==> src/rtl/ir_transmitter_fifo.sv <==
// IrDA-SIR transmitter with a TX FIFO: each buffered word is framed as start, LSB-first data,
// optional parity and stop bits, and every logic-0 bit is sent as a short high pulse.
module ir_transmitter_fifo #(
    parameter int DATA_BITS   = 8,
    parameter int PARITY_MODE = 1,
    parameter int STOP_BITS   = 1,
    parameter int CLK_PER_BIT = 16,
    parameter int PULSE_CLKS  = 3,
    parameter int FIFO_DEPTH  = 4
) (
    input  logic                          clock,
    input  logic                          reset,
    input  logic [DATA_BITS-1:0]          data,
    input  logic                          send,
    output logic                          ready,
    output logic                          tx_data_out,
    output logic                          tx_idle,
    output logic                          overflow,
    output logic [$clog2(FIFO_DEPTH):0]   fifo_count
);

    localparam int PTR_W  = $clog2(FIFO_DEPTH);
    localparam int CNT_W  = PTR_W + 1;
    localparam int BAUD_W = $clog2(CLK_PER_BIT);
    localparam int BIT_W  = $clog2(DATA_BITS + 1);

    localparam logic [BAUD_W-1:0] BAUD_LAST = BAUD_W'(CLK_PER_BIT - 1);
    localparam logic [BAUD_W-1:0] PULSE_LIM = BAUD_W'(PULSE_CLKS);
    localparam logic [BIT_W-1:0]  DATA_LAST = BIT_W'(DATA_BITS - 1);
    localparam logic [BIT_W-1:0]  STOP_LAST = BIT_W'(STOP_BITS - 1);
    localparam logic [CNT_W-1:0]  FULL_CNT  = CNT_W'(FIFO_DEPTH);

    typedef enum logic [2:0] {IDLE, START, DATA, PARITY, STOP} state_t;

    state_t                state, state_next;
    logic [BAUD_W-1:0]     baud_cnt;
    logic [BIT_W-1:0]      bit_cnt;
    logic [DATA_BITS-1:0]  shift;
    logic                  par_bit;
    logic                  cur_bit;
    logic                  bit_end;
    logic                  pop;
    logic                  push;
    logic                  full;
    logic                  empty;
    logic [DATA_BITS-1:0]  mem [FIFO_DEPTH];
    logic [PTR_W-1:0]      wr_ptr;
    logic [PTR_W-1:0]      rd_ptr;

    function automatic logic frame_parity(input logic [DATA_BITS-1:0] w);
        frame_parity = (^w) ^ (PARITY_MODE == 2);
    endfunction

    assign full    = (fifo_count == FULL_CNT);
    assign empty   = (fifo_count == '0);
    assign ready   = !full;
    assign push    = send && !full;
    assign tx_idle = (state == IDLE) && empty;
    assign bit_end = (baud_cnt == BAUD_LAST);

    // FIFO storage carries data only, so it is never cleared
    always_ff @(posedge clock) begin
        if (push) begin
            mem[wr_ptr] <= data;
        end
    end

    always_ff @(posedge clock) begin
        if (reset) begin
            wr_ptr     <= '0;
            rd_ptr     <= '0;
            fifo_count <= '0;
            overflow   <= 1'b0;
        end else begin
            if (push) begin
                wr_ptr <= wr_ptr + PTR_W'(1);
            end
            if (pop) begin
                rd_ptr <= rd_ptr + PTR_W'(1);
            end
            if (push && !pop) begin
                fifo_count <= fifo_count + CNT_W'(1);
            end else if (!push && pop) begin
                fifo_count <= fifo_count - CNT_W'(1);
            end
            if (send && full) begin
                overflow <= 1'b1;
            end
        end
    end

    always_comb begin
        state_next = state;
        pop        = 1'b0;
        cur_bit    = 1'b1;
        case (state)
            IDLE: begin
                if (!empty) begin
                    pop        = 1'b1;
                    state_next = START;
                end
            end
            START: begin
                cur_bit = 1'b0;
                if (bit_end) begin
                    state_next = DATA;
                end
            end
            DATA: begin
                cur_bit = shift[0];
                if (bit_end && bit_cnt == DATA_LAST) begin
                    state_next = (PARITY_MODE != 0) ? PARITY : STOP;
                end
            end
            PARITY: begin
                cur_bit = par_bit;
                if (bit_end) begin
                    state_next = STOP;
                end
            end
            STOP: begin
                // Popping on the last stop clock chains the next frame with no idle gap
                if (bit_end && bit_cnt == STOP_LAST) begin
                    if (!empty) begin
                        pop        = 1'b1;
                        state_next = START;
                    end else begin
                        state_next = IDLE;
                    end
                end
            end
            default: state_next = IDLE;
        endcase
    end

    always_ff @(posedge clock) begin
        if (reset) begin
            state       <= IDLE;
            baud_cnt    <= '0;
            bit_cnt     <= '0;
            tx_data_out <= 1'b0;
        end else begin
            state       <= state_next;
            tx_data_out <= !cur_bit && (baud_cnt < PULSE_LIM);
            if (state == IDLE || bit_end) begin
                baud_cnt <= '0;
            end else begin
                baud_cnt <= baud_cnt + BAUD_W'(1);
            end
            if (state_next != state) begin
                bit_cnt <= '0;
            end else if (bit_end) begin
                bit_cnt <= bit_cnt + BIT_W'(1);
            end
        end
    end

    always_ff @(posedge clock) begin
        if (pop) begin
            shift   <= mem[rd_ptr];
            par_bit <= frame_parity(mem[rd_ptr]);
        end else if (state == DATA && bit_end) begin
            shift <= shift >> 1;
        end
    end

endmodule

==> config.mk <==
export PLATFORM = sky130hd
export DESIGN_NAME = ir_transmitter_fifo
export DESIGN_NICKNAME = d
export VERILOG_FILES = /design/src/rtl/ir_transmitter_fifo.sv
export SDC_FILE = /design/constraint.sdc
export NUM_CORES = 1
export LEC_CHECK = 0
export ABC_AREA = 1
export BUFFER_PORTS_ARGS = -buffer_cell sky130_fd_sc_hd__buf_4
export CORE_MARGIN = 3
export CORE_UTILIZATION = 55
export DETAILED_ROUTE_END_ITERATION = 12
export GPL_TIMING_DRIVEN = 0
export PLACE_DENSITY = 0.8
export RECOVER_POWER = 25
export SKIP_CTS_REPAIR_TIMING = 1
export SLEW_MARGIN = 20
export SYNTH_ARGS = -nofsm -noshare
export SYNTH_HDL_FRONTEND = slang
export SYNTH_SLANG_ARGS = --single-unit
export TNS_END_PERCENT = 20
==> constraint.sdc <==
create_clock -name clock -period 3 [get_ports clock]
set_clock_uncertainty 0.05 [all_clocks]
set_input_delay 0.6 -clock clock [delete_from_list [all_inputs] [get_ports clock]]
set_output_delay 0.6 -clock clock [all_outputs]
set_load 0.005 [all_outputs]
## After elaboration in Yosys (flattened, before gate mapping)

Memory sizes are Yosys's and may differ from the RTL's. A register that Yosys moved wholly into a read port is not among the register bits.
Index checks and enable logic that the tools add are counted.

- Word-level logic and storage cells: 67
- Memory bits (writable): 32
- Flip-flop bits (word level): 29
- Output and inout bits: 7
- Memories kept: 1

Memories:

| name | depth | bits a word | read ports | clocked after memory_dff | wr ports | line | source |
|---|---|---|---|---|---|---|---|
| mem | 4 | 8 | 1 | 1 | 1 | 46 | `logic [DATA_BITS-1:0] mem [FIFO_DEPTH];` |

- $add $sub $neg: 6
- Equality and inequality tests: 8
- Reduce and logical (&&, ||, !) cells: 22
- Mux-type cells: 19
- Magnitude comparators: 1

Operators by type and width:

| kind | number |
|---|---|
| $mux W3 | 7 |
| $mux W8 | 2 |
| $pmux W3 S5 | 1 |
| $logic_and A1 B1 Y1 | 9 |
| $add A4 B1 Y4 const B | 2 |
| $reduce_xor A8 Y1 | 1 |
| $eq A3 B2 Y1 const B | 2 |
| $eq A3 B3 Y1 const B | 2 |
| $logic_not A3 Y1 | 2 |
| $mux W1 | 5 |
| $add A2 B1 Y2 const B | 2 |
| $eq A4 B3 Y1 const B | 1 |
| $eq A4 B4 Y1 const B | 1 |
| $logic_not A1 Y1 | 4 |
| $logic_not A4 Y1 | 1 |
| $lt A4 B2 Y1 const B | 1 |
| $mux W2 | 2 |
| $reduce_bool A2 Y1 | 2 |
| $reduce_or A2 Y1 | 2 |
| $add A3 B1 Y3 const B | 1 |
| $eq A3 B1 Y1 const B | 1 |
| $ne A3 B3 Y1 | 1 |
| $pmux W1 S3 | 1 |
| $sub A3 B1 Y3 const B | 1 |
| 2 further kinds | 2 |

## Logic depth before layout (Yosys ltp)

- Word-level depth: 7
- Gate-level depth with buffers: 14
- Depth with buffers taken out: 13

## Least setup slack after synthesis

Ideal clock, no wire load.

- Kind: register to register
- From: reg baud_cnt[0]
- To: reg fifo_count[2]
- Arrival time: 2,042 ps
- Required time: 2,828 ps
- Stages on the path, launching flop included: 15
- Period minus slack after synthesis: 2,214 ps
- Path slack: 786 ps
- Path through: dfxtp_1 ha_1 nand3_4 inv_2 nand3_2 nand2_1 nand2_2 buf_6 ha_1 inv_1 fa_1 a21oi_1 o21ai_0 o21ai_0 a21oi_1

- Cells in the longest elaborated chain, start to end: 7

RTL lines:

| item | line | source |
|---|---|---|
| start, declared | 36 | `logic [BAUD_W-1:0] baud_cnt;` |
| start signal, assigned | 148 | `baud_cnt <= baud_cnt + BAUD_W'(1);` |
| $eq A4 B4 Y1 * | 59 | `assign bit_end = (baud_cnt == BAUD_LAST);` |
| $logic_and A1 B1 Y1 * | 123 | `if (bit_end && bit_cnt == STOP_LAST) begin` |
| $mux W1 * | 123 |  |
| $pmux W1 S2 * | 96 | `case (state)` |
| $logic_not A1 Y1 | 81 | `if (push && !pop) begin` |
| $logic_and A1 B1 Y1 | 81 |  |
| $mux W3 / $reduce_bool A2 Y1 (equally long branches) | n/a |  |
| end signal, assigned | 82 | `fifo_count <= fifo_count + CNT_W'(1);` |
| end signal, assigned | 84 | `fifo_count <= fifo_count - CNT_W'(1);` |
| end, declared | 19 | `output logic [$clog2(FIFO_DEPTH):0] fifo_count` |

Every way passes the cells marked *; elsewhere a longest branch is shown, timed or not.
A chain may end at the register's enable or synchronous reset.

## Worst setup path in the final report

Ends and elaborated chain as after synthesis.

==> results.json <==
{
  "synthDistinctLibCells": 30,
  "postPlaceCellArea_mm2": 0.00309,
  "peakVddDrop_v": 0.000651,
  "netlist_instances": 306,
  "start_util_pct": 58.9,
  "drc": 0,
  "required_ps": 3160,
  "layout_worst_path_cycle_share_pct": 82.6,
  "hold_class": "flop to flop",
  "syn2layout_area_growth_pct": 13.3,
  "chipHeight_um": 78.3,
  "fin_tns_setup_ps": 0,
  "grt_remaining_overflow": 0,
  "detail-route-antenna-nets": 0,
  "ff_latch_area_mm2": 0.00167,
  "layout_common_cells": "87 x nand2_1, 41 x edfxtp_1, 29 x inv_1, 28 x nand3_1, 22 x dfxtp_1",
  "clk_pin_slew_ps": 70,
  "worstPathArrival_ps": 2640,
  "clockRootBuffer": "clkbuf_8",
  "hold_violations": 0,
  "grt_pass1_vias": 1960,
  "syn_area_mm2": 0.00288,
  "max-cap-violations": 0,
  "path_max_fanout": 10,
  "fin_crit_ps": 2480,
  "n_antenna_cell": 0,
  "numCtsBuffers": 9,
  "drive_gt1_share_pct": 13.9,
  "core_area_mm2": 0.00488,
  "path_class": "flop to flop",
  "cts_tree": "yes",
  "stdcell_count": 405,
  "multi_input_area_mm2": 0.00101,
  "cts.sinks": 63,
  "boundaryPins": 18,
  "cts_max_level": 3,
  "worst_slack_ps": 521,
  "first_pass_iters": 4,
  "place.port_buffers": 17,
  "ys_seq_elements": 63,
  "worstSkewPairLatency_ps": 330,
  "power_density_mw_per_mm2": 956,
  "status": "completed",
  "tightest_slew_ps": 798,
  "avgViaCountPerCell": 5.00,
  "timing.fmax_mhz": 403,
  "drtIter0Drc": 170,
  "grtUsageTotal_pct": 19.0,
  "rows": 25,
  "p_leak_nw": 1.38,
  "layout.nets": 354,
  "grt_first_pass_wirelength_um": 8760,
  "worst_setup_path_start_kind": "flop",
  "synth-seq-area-share_pct": 58.1,
  "final_common_cell": "nand2_1",
  "wl_um": 5100,
  "yosysWarnings": 0,
  "final_util_pct": 66.8,
  "avgSynthCellArea_um2": 9.40,
  "wire_per_inst_um": 12.6,
  "report.final.slew_viol_count": 0,
  "power.total_mw": 3.12,
  "finalSetupViolCount": 0,
  "detailed_place_hpwl_um": 3530,
  "dpl_worst_slack_ps": 546,
  "synth_nets": 326,
  "fp.dieW_um": 78.3,
  "dieArea_mm2": 0.00613,
  "antenna_found_initial": 0,
  "place_inst": 390,
  "grt_max_degree": 11,
  "vias": 2023,
  "design_area_mm2": 0.00326,
  "rsz0062_at_grt": "false",
  "holdWs_ps": 400,
  "end_kind": "flop",
  "clock_path_buffers": 2,
  "nFillCells": 412,
  "maxSlewHeadroom_pct": 46.6,
  "gp_congestion": 0.782
}
==> path summary, 6_finish.rpt <==
| kind | startpoint | endpoint | slack, ps | depth (start not counted) |
|---|---|---|---|---|
| min reg2reg | baud_cnt[0]$_SDFF_PP0_ | baud_cnt[0]$_SDFF_PP0_ | 400 | 1 |
| max reg2reg | baud_cnt[0]$_SDFF_PP0_ | fifo_count[2]$_SDFFE_PP0P_ | 520 | 14 |
| min | baud_cnt[0]$_SDFF_PP0_ | baud_cnt[0]$_SDFF_PP0_ | 400 | 1 |
| max | baud_cnt[0]$_SDFF_PP0_ | fifo_count[2]$_SDFFE_PP0P_ | 520 | 14 |
==> Yosys cell counts <==
cell type | number | area share, %
a31oi_1 | 1 | 0.22
nor3_1 | 2 | 0.35
dfxtp_1 | 22 | 15
and3b_1 | 1 | 0.30
nand3_1 | 28 | 4.9
or2_2 | 2 | 0.44
nor2_1 | 21 | 2.7
a221oi_1 | 1 | 0.30
inv_4 | 1 | 0.22
a21oi_1 | 12 | 2.1
xor2_1 | 5 | 1.5
o21ai_0 | 9 | 1.6
nand3_2 | 2 | 0.70
buf_6 | 3 | 1.2
nand3_4 | 1 | 0.61
buf_2 | 2 | 0.35
edfxtp_1 | 41 | 43
nand2_2 | 6 | 1.3
nand2_1 | 87 | 11
o21bai_1 | 1 | 0.26
and3_1 | 1 | 0.22
o21ai_1 | 7 | 1.2
ha_1 | 8 | 3.5
inv_1 | 29 | 3.8
inv_2 | 7 | 0.91
a21boi_1 | 1 | 0.26
fa_1 | 1 | 0.70
nor4_1 | 2 | 0.44
buf_4 | 1 | 0.26
nand4_1 | 1 | 0.22
==> layer usage <==
| metal | wire (µm) | vias to the layer above | global-route usage (%) |
|---|---|---|---|
| met5 | 0 | - | 0 |
| met4 | 45 | 0 | 9.44 |
| met3 | 195 | 4 | 6.19 |
| met2 | 2560 | 30 | 32.2 |
| met1 | 2300 | 920 | 21.6 |
| li1 | - | 1069 | - |
==> state kept, by name, indices dropped and copies added, names as in the netlist, 2 cells and up, named ones only <==
register,cells
mem,32
baud_cnt,4
bit_cnt,4
shift,8
state,3
wr_ptr,2
fifo_count,3
rd_ptr,2
==> report_power, final <==
part | switching [mW] | internal (mW)
Combinational | 0.722 | 0.406
Clock | 0.305 | 0.458
Sequential | 0.0739 | 1.15
Total | 1.10 | 2.02
==> logic make-up after synthesis <==
| logic type | count (synthesis) | share of synthesized area [%] |
|---|---|---|
| buffers and inverters | 43 | 6.70 |
| AND/OR/NAND/NOR | 154 | 23.5 |
| XOR/XNOR | 5 | 1.52 |
| adder cells (fa/ha/maj) | 9 | 4.18 |
| AO/OA/AOI/OAI | 32 | 5.92 |
| flip-flops | 63 | 58.1 |
==> layout make-up <==
cell class	instances	share of cell area (%)
plain buffers	6	1.57
clock buffers	10	3.92
clock inverters	5	2.27
inverters	37	4.34
multi-input cells	200	31.0
flip-flops and latches	63	51.3
well taps	67	2.57
repair buffers	17	3.00
==> critical path, stage by stage (launching register included) <==
cell and delay, ps:
dfxtp_1 330, ha_1 250, nand3_4 160, inv_2 90, nand3_2 80, nand2_1 60
nand2_2 140, buf_6 160, ha_1 140, inv_1 60, fa_1 380, a21oi_1 140
o21ai_0 110, o21ai_0 160, a21oi_1 60
Power figures use the tool's default switching activity.
